## src/rtl/dmm_port_arbiter.sv

```systemverilog
// Round-robin arbiter sharing the dmm_unit memory port between
// the allocator memory master (req0) and the atomic unit (req1).
module dmm_port_arbiter #(
  parameter int TIMEOUT_CYCLES = 1024,
  parameter int CNT_W          = 16
) (
  input  logic         clk,
  input  logic         rst,
  input  logic         req0_strobe_i,
  input  logic [31:0]  req0_addr_i,
  input  logic         req0_rw_i,
  input  logic [255:0] req0_data_i,
  input  logic [7:0]   req0_size_i,
  output logic         req0_done_o,
  output logic [255:0] req0_data_o,
  input  logic         req1_strobe_i,
  input  logic [31:0]  req1_addr_i,
  input  logic         req1_rw_i,
  input  logic [255:0] req1_data_i,
  input  logic [7:0]   req1_size_i,
  output logic         req1_done_o,
  output logic [255:0] req1_data_o,
  output logic         dmm_unit_strobe,
  output logic [31:0]  dmm_unit_addr,
  output logic         dmm_unit_rw,
  output logic [255:0] dmm_unit_dataout,
  output logic [7:0]   dmm_unit_size,
  input  logic         dmm_unit_done,
  input  logic [255:0] dmm_unit_datain,
  output logic         grant_o,
  output logic         busy_o,
  output logic         timeout_o,
  output logic         drop_o
);

  typedef enum logic [1:0] {
    S_IDLE,
    S_ISSUE,
    S_WAIT,
    S_RESP
  } state_t;

  localparam bit TO_EN = (TIMEOUT_CYCLES != 0);
  localparam logic [CNT_W-1:0] TO_LIM =
    CNT_W'(TO_EN ? TIMEOUT_CYCLES - 1 : 0);

  state_t         r_state;
  state_t         w_next;
  logic           r_grant;
  logic           w_grant_nxt;
  logic           r_ptr;
  logic [1:0]     r_pend;
  logic [CNT_W-1:0] r_cnt;
  logic           r_timeout;

  logic [31:0]    r_addr0;
  logic           r_rw0;
  logic [255:0]   r_wdat0;
  logic [7:0]     r_size0;
  logic [31:0]    r_addr1;
  logic           r_rw1;
  logic [255:0]   r_wdat1;
  logic [7:0]     r_size1;
  logic [255:0]   r_rdat0;
  logic [255:0]   r_rdat1;

  logic w_done0;
  logic w_done1;
  logic w_acc0;
  logic w_acc1;
  logic w_drop0;
  logic w_drop1;
  logic w_tmo;
  logic w_act;
  logic w_fin;
  logic [255:0] w_cap;

  assign w_done0 = (r_state == S_RESP) && !r_grant;
  assign w_done1 = (r_state == S_RESP) && r_grant;

  // A re-strobe in the completion cycle is accepted: set beats clear.
  assign w_acc0  = req0_strobe_i && (!r_pend[0] || w_done0);
  assign w_acc1  = req1_strobe_i && (!r_pend[1] || w_done1);
  assign w_drop0 = req0_strobe_i && r_pend[0] && !w_done0;
  assign w_drop1 = req1_strobe_i && r_pend[1] && !w_done1;

  assign w_tmo = TO_EN && (r_cnt == TO_LIM);
  assign w_fin = (r_state == S_WAIT) && (dmm_unit_done || w_tmo);
  assign w_cap = dmm_unit_done ? dmm_unit_datain : '0;
  assign w_act = (r_state == S_ISSUE) || (r_state == S_WAIT);

  always_comb begin
    w_next      = r_state;
    w_grant_nxt = r_grant;
    unique case (r_state)
      S_IDLE: begin
        unique case (1'b1)
          (r_pend[0] && r_pend[1]): begin
            w_grant_nxt = !r_ptr;
            w_next      = S_ISSUE;
          end
          (r_pend[0] && !r_pend[1]): begin
            w_grant_nxt = 1'b0;
            w_next      = S_ISSUE;
          end
          (!r_pend[0] && r_pend[1]): begin
            w_grant_nxt = 1'b1;
            w_next      = S_ISSUE;
          end
          default: w_next = S_IDLE;
        endcase
      end
      S_ISSUE: w_next = S_WAIT;
      S_WAIT: begin
        if (dmm_unit_done || w_tmo) begin
          w_next = S_RESP;
        end
      end
      S_RESP: w_next = S_IDLE;
      default: w_next = S_IDLE;
    endcase
  end

  always_ff @(posedge clk or posedge rst) begin
    if (rst) begin
      r_state   <= S_IDLE;
      r_grant   <= 1'b0;
      r_ptr     <= 1'b0;
      r_cnt     <= '0;
      r_timeout <= 1'b0;
      r_rdat0   <= '0;
      r_rdat1   <= '0;
    end else begin
      r_state   <= w_next;
      r_grant   <= w_grant_nxt;
      r_timeout <= w_fin && !dmm_unit_done;
      if ((r_state == S_WAIT) && !w_fin) begin
        r_cnt <= r_cnt + 1'b1;
      end else begin
        r_cnt <= '0;
      end
      if (w_fin && !r_grant) begin
        r_rdat0 <= w_cap;
      end
      if (w_fin && r_grant) begin
        r_rdat1 <= w_cap;
      end
      if (r_state == S_RESP) begin
        r_ptr <= r_grant;
      end
    end
  end

  always_ff @(posedge clk or posedge rst) begin
    if (rst) begin
      r_pend  <= '0;
      r_addr0 <= '0;
      r_rw0   <= 1'b0;
      r_wdat0 <= '0;
      r_size0 <= '0;
      r_addr1 <= '0;
      r_rw1   <= 1'b0;
      r_wdat1 <= '0;
      r_size1 <= '0;
    end else begin
      if (w_acc0) begin
        r_pend[0] <= 1'b1;
        r_addr0   <= req0_addr_i;
        r_rw0     <= req0_rw_i;
        r_wdat0   <= req0_data_i;
        r_size0   <= req0_size_i;
      end else if (w_done0) begin
        r_pend[0] <= 1'b0;
      end
      if (w_acc1) begin
        r_pend[1] <= 1'b1;
        r_addr1   <= req1_addr_i;
        r_rw1     <= req1_rw_i;
        r_wdat1   <= req1_data_i;
        r_size1   <= req1_size_i;
      end else if (w_done1) begin
        r_pend[1] <= 1'b0;
      end
    end
  end

  assign dmm_unit_strobe  = (r_state == S_ISSUE);
  assign dmm_unit_addr    = !w_act ? '0 : (r_grant ? r_addr1 : r_addr0);
  assign dmm_unit_rw      = w_act && (r_grant ? r_rw1 : r_rw0);
  assign dmm_unit_dataout = !w_act ? '0 : (r_grant ? r_wdat1 : r_wdat0);
  assign dmm_unit_size    = !w_act ? '0 : (r_grant ? r_size1 : r_size0);

  assign req0_done_o = w_done0;
  assign req1_done_o = w_done1;
  assign req0_data_o = r_rdat0;
  assign req1_data_o = r_rdat1;
  assign grant_o     = r_grant;
  assign busy_o      = (r_state != S_IDLE);
  assign timeout_o   = r_timeout;
  assign drop_o      = w_drop0 || w_drop1;

endmodule

```

## config.mk

```make
export PLATFORM = sky130hd
export DESIGN_NAME = dmm_port_arbiter
export DESIGN_NICKNAME = d
export VERILOG_FILES = /design/src/rtl/dmm_port_arbiter.sv
export SDC_FILE = /design/constraint.sdc
export NUM_CORES = 2
export LEC_CHECK = 0
export CAP_MARGIN = 30
export CORE_AREA = 2 2 652 654
export DETAILED_ROUTE_END_ITERATION = 10
export DIE_AREA = 0 0 654 656
export GPL_TIMING_DRIVEN = 0
export PLACE_DENSITY_LB_ADDON = 0.3
export SKIP_CTS_REPAIR_TIMING = 1
export SYNTH_ARGS = -nofsm -noshare
export SYNTH_HDL_FRONTEND = slang
export SYNTH_SLANG_ARGS = --single-unit
```

## constraint.sdc

```tcl
create_clock -name clk -period 106.1 [get_ports clk]
set_input_delay 21.22 -clock clk [delete_from_list [all_inputs] [get_ports clk]]
set_output_delay 21.22 -clock clk [all_outputs]
set_load 0.05 [all_outputs]
```

## Word level (Yosys, flattened, before mapping)

Index checks and enable logic that the tools add are counted.

- $add $sub $neg: 1
- Equal/unequal tests: 5
- Multiplexer cells: 17
- Reductions and logical operators: 37

Operator list:

| kind | number |
|---|---|
| $mux 256 | 3 |
| $mux 32 | 2 |
| $logic_and 1x1->1 | 17 |
| $add 16x1->16 const B | 1 |
| $eq 16x10->1 const B | 1 |
| $mux 16 | 1 |
| $mux 8 | 2 |
| $logic_not 1->1 | 8 |
| $pmux 2 s4 | 1 |
| $mux 1 | 6 |
| $reduce_bool 2->1 | 3 |
| $logic_or 1x1->1 | 5 |
| $eq 2x2->1 const B | 2 |
| $pmux 1 s3 | 1 |
| $reduce_bool 3->1 | 1 |
| $reduce_or 3->1 | 1 |
| $eq 2x1->1 const B | 1 |
| $logic_not 2->1 | 1 |
| $mux 2 | 1 |
| $ne 2x1->1 const B | 1 |
| $reduce_and 2->1 | 1 |

- Bits in registers: 1129
- Input bits: 855
- Output and inout bits: 816
- Word-level logic and storage cells: 77

## Longest topological paths before layout

- Depth in word-level cells: 6
- Gate-level depth with buffers: 8
- Depth with buffers taken out: 6

## Worst setup path before layout

No wires, ideal clock.

- Path type: input-to-output
- Start: input port req0_strobe_i
- End: output port drop_o
- Data arrival time: 22.162 ns
- Required time: 84.880 ns
- Path slack: 62.718 ns
- Cell stages on the path: 4
- Buffers on the path: 0
- Cells stage by stage: nand2_1 nor2_1 a21oi_1 a21oi_1

- Cells in the longest elaborated chain, start to end: 3

RTL lines:

| item | line | source |
|---|---|---|
| from (decl) | 9 | `input logic req0_strobe_i,` |
| $logic_and 1x1->1 (2 in a row) | 84 | `assign w_drop0 = req0_strobe_i && r_pend[0] && !w_done0;` |
| $logic_or 1x1->1 | 200 | `assign drop_o = w_drop0 \|\| w_drop1;` |
| to (decl) | 33 | `output logic drop_o` |

No other way between the ends.

## Worst setup path after layout

- Start: input port req1_strobe_i
- End: output port drop_o

- Cells in the longest elaborated chain, start to end: 3

RTL lines:

| item | line | source |
|---|---|---|
| from (decl) | 16 | `input logic req1_strobe_i,` |
| $logic_and 1x1->1 (2 in a row) | 85 | `assign w_drop1 = req1_strobe_i && r_pend[1] && !w_done1;` |
| $logic_or 1x1->1 | 200 |  |

No other way between the ends.

==> metrics.md <==
| Metric | Value |
|---|---|
| Detailed Route WL | `328000 µm` |
| Drt wl/cell | `29.9 µm` |
| Initial antenna violation count | `158` |
| Final core area utilization | `0.183` |
| Skew final | `approximately 0.073 ns` |
| Sequential power share | `0.244` |
| Initial Util | `0.111` |
| Register area | `approximately 28000 µm²` |
| Critical path, cell by cell | `clkdlybuf4s50_1 > a21oi_1 > a21oi_1 > clkdlybuf4s50_1` |
| Worst path max stage delay | `0.88 ns` |
| Sw Pwr | `roughly 1.6 mW` |
| Asr flop ratio synth | `1.00` |
| Final nets | `5984` |
| Syn Std Cell Area | `46900 µm²` |
| Largest net degree at the start of global routing | `between 100 and 150` |
| Yosys top cell by area | `dfrtp_1` |
| Vias per std cell | `3.54` |
| Met3 Usage GRT | `0.0433` |
| Core footprint | `422000 µm²` |
| Total CTS buffers | `between 150 and 200` |
| Worst slew pin tran | `around 1.1 ns` |
| Top-count cell post-synth | `dfrtp_1` |
| Peak VDD IR | `about 0.028 mV` |
| 1st-iter DRT viols | `2794` |
| Static Leak | `around 30 nW` |
| Final period demand of the worst path | `44.20 ns` |
| Slew HR | `0.236` |
| All-Layer GR Usage | `0.147` |
| Remaining DRCs | `0` |
| Post-synth top cells | `1129 x dfrtp_1, 596 x mux2_2, 512 x a32o_1` |
| Reg2reg start | `r_state[0]` |
| Post-place setup slack | `61.85 ns` |
| Combinational share of power | `0.590` |
| Grt met1 use | `0.153` |
| Vias | `38760` |
| Clock power frac | `0.166` |
| Final period util | `0.417` |
| Finish-stage setup viols | `0` |
| Fmax | `0.0226 GHz` |
| Hold Crit Class | `flip-flop to flip-flop` |
| HPWL after DPL | `279000 µm` |
| PwrDens | `between 40 and 50 nW/µm²` |
| Hold Path End | `r_cnt[0]` |
| Gate Count Post-Synth | `3238` |
| Area Growth Syn to Fin | `64.4%` |
| CTS root buf | `clkbuf_16` |
| Status | `finished clean` |
| Worst hold start | `r_cnt[0]` |
| CTS tree | `yes` |
| Ys Warns | `0` |
| Sequential area share after synthesis | `0.602` |
| RSZ-0062 raised after global routing | `false` |
| Post-synth EDFFs | `0` |
| Gpl congestion | `0.914` |
| Gr ovfl total | `0` |
| CTS H-tree depth | `4` |
| Drt pass-1 iters | `8` |
| Clock Pin Slew Worst Setup and Hold Paths | `about 0.060 ns` |
| CP required | `~85 ns` |
| Max Slew Vio Count | `0` |
| Io pins | `1671` |
| Synth Area per Inst | `14.5 µm²` |
| Final Hold Fails | `0` |
| R2R depth | `9` |
| Slowest-stage cell, CP | `clkdlybuf4s50_1` |
| Post-Synthesis Net Count | `4101` |
| Crit path kind | `primary input to primary output` |
| Die Width | `654 µm` |
| First-pass GRT wire length | `419000 µm` |
| Setup slack, reg-to-reg | `between 100 and 150 ns` |
| Die area | `429000 µm²` |
| FP Rows | `between 200 and 250` |
| Hold Path Cell Cnt | `1` |
| Share of post-route cells with drive strength above 1 | `0.190` |
| Met2 Usage GRT | `0.274` |
| Crit end category | `primary output` |
| Max-cap violations | `0` |
| Worst Slack Setup Final | `approximately 62 ns` |
| Clock sink count | `1129` |
| Crit-path max FO | `3` |
| Worst-case clock buffer depth | `4` |
| Setup_tns | `0 ns` |
| Footprint of the multi-input gates | `approximately 17000 µm²` |
| Sw Share | `0.494` |
| Post-route ant nets | `0` |
| Int Pwr | `roughly 1.6 mW` |
| Startpoint types | `primary input` |
| Register bit total from synthesis | `1129` |
| Worst EP arrival | `22.98 ns` |
| GR peak layer | `met2` |
| Clock latency on the worst-skew pair | `about 0.87 ns` |
| Vias in the first global route | `40640` |
| Fill cell count | `around 46000` |
| PortBufs | `1670` |
| Total Power | `3.20 mW` |
| R2R Path End | `r_wdat1[125]` |
| Netlist cell types | `32` |
| Die Y-Extent | `656 µm` |
| Top FF cell, synth | `dfrtp_1` |
| Synth area leaders | `dfrtp_1 60%, mux2_2 14%, a32o_1 11%, mux2i_1 6.4%, nor2b_1 4.0%` |
| Yosys top cell area share | `0.602` |
-- worst max-delay path: cells and delay by family --
family | cells | cell delay [ns]
buf+inv | 2 | 1.50
compound gates | 2 | 0.24
-- kinds of logic (layout without fill, tap and decap cells) --
group                      Yosys count  after routing  share of synthesized area
buffers and inverters              316           2316                     0.0304
and+or+nand+nor                    357            357                     0.0463
muxes                              894            894                      0.207
other                                0             60                          0
xor gates and xnor gates            13             13                    0.00243
AOI/OAI and AO/OA                  521            521                      0.110
DFF                               1129           1129                      0.602
adders and majority gates            8              8                    0.00213
-- per-stage QoR --
step | instance area, µm² | std cells | hold WS (ns)
final | 77100 | 10961 | 0.481
after global routing | 77100 | 10936 | 0.500
after CTS | 77000 | 10900 | 0.486
after detailed placement | 71900 | 10622 | 0.480
after global placement | 70700 | 10571 | 0.471
after floorplan | 46900 | 3238 | 0.447
-- cells in the final DEF (no fill, tap or decap), types with 5 or more instances in the layout --
cell type        instances
nand3_1                  5
a32o_1                 512
clkbuf_2                15
buf_6                   23
clkdlybuf4s50_1       1670
dfrtp_1               1129
mux2i_1                298
clkinv_2                17
ha_1                     8
buf_16                  29
inv_1                   11
nand4_1                  7
nor2b_1                298
buf_8                   16
diode_2                 60
clkbuf_1               225
clkbuf_8                30
clkbuf_16              161
mux2_2                 596
xor2_1                   9
nor2_1                  20
inv_6                    9
buf_1                   15
nand2_1                  9
buf_2                   70
clkinvlp_4               6
-- area by class of cell --
cell class	instances	share of cell area
clock inverters	44	0.00607
well taps	5663	0.0919
inverters	12	0.000681
diodes	60	0.00195
multi-input cells	1793	0.224
plain buffers	304	0.0182
clock buffers	234	0.0597
flip-flops and latches	1129	0.366
repair buffers	1722	0.232
-- registers in the layout (all words and copies together), names as in the netlist --
| signal | cells |
|---|---|
| req1_data_o | 256 |
| timeout_o | 1 |
| r_wdat1 | 256 |
| r_ptr | 1 |
| r_size0 | 8 |
| r_addr0 | 32 |
| r_addr1 | 32 |
| r_rw1 | 1 |
| r_pend | 2 |
| r_size1 | 8 |
| r_cnt | 16 |
| r_state | 2 |
| r_wdat0 | 256 |
| grant_o | 1 |
| req0_data_o | 256 |
| r_rw0 | 1 |
-- worst max-delay path by stage --
stage / endpoint / slack, ns / start
floorplan: grant_o / 53.09 / rst
global placement: r_addr0[8] / 36.65 / rst
detailed placement: drop_o / 61.85 / req1_strobe_i
CTS: drop_o / 61.85 / req1_strobe_i
global route: drop_o / 61.83 / req1_strobe_i
finish: drop_o / 61.90 / req1_strobe_i
-- routing by layer --
layer  share of wire  routed length [µm]  vias up
met5          0.0011                 363        -
met4           0.041               13600       54
met3           0.077               25200      515
met2            0.53              174000     1703
met1            0.35              115000    20386
li1                -                   -    16102
-- power by group through the flow --
| stage | registers [mW] | clock network (mW) | logic, mW |
|---|---|---|---|
| after floorplan | 1.04 | 0 | 0.828 |
| after global placement | 0.787 | 0 | 1.88 |
| after detailed placement | 0.788 | 0 | 1.91 |
| after CTS | 0.782 | 0.550 | 1.92 |
| after global routing | 0.805 | 0.565 | 1.96 |
| final | 0.781 | 0.529 | 1.89 |
No activity file was read; power rests on OpenSTA's default activity.
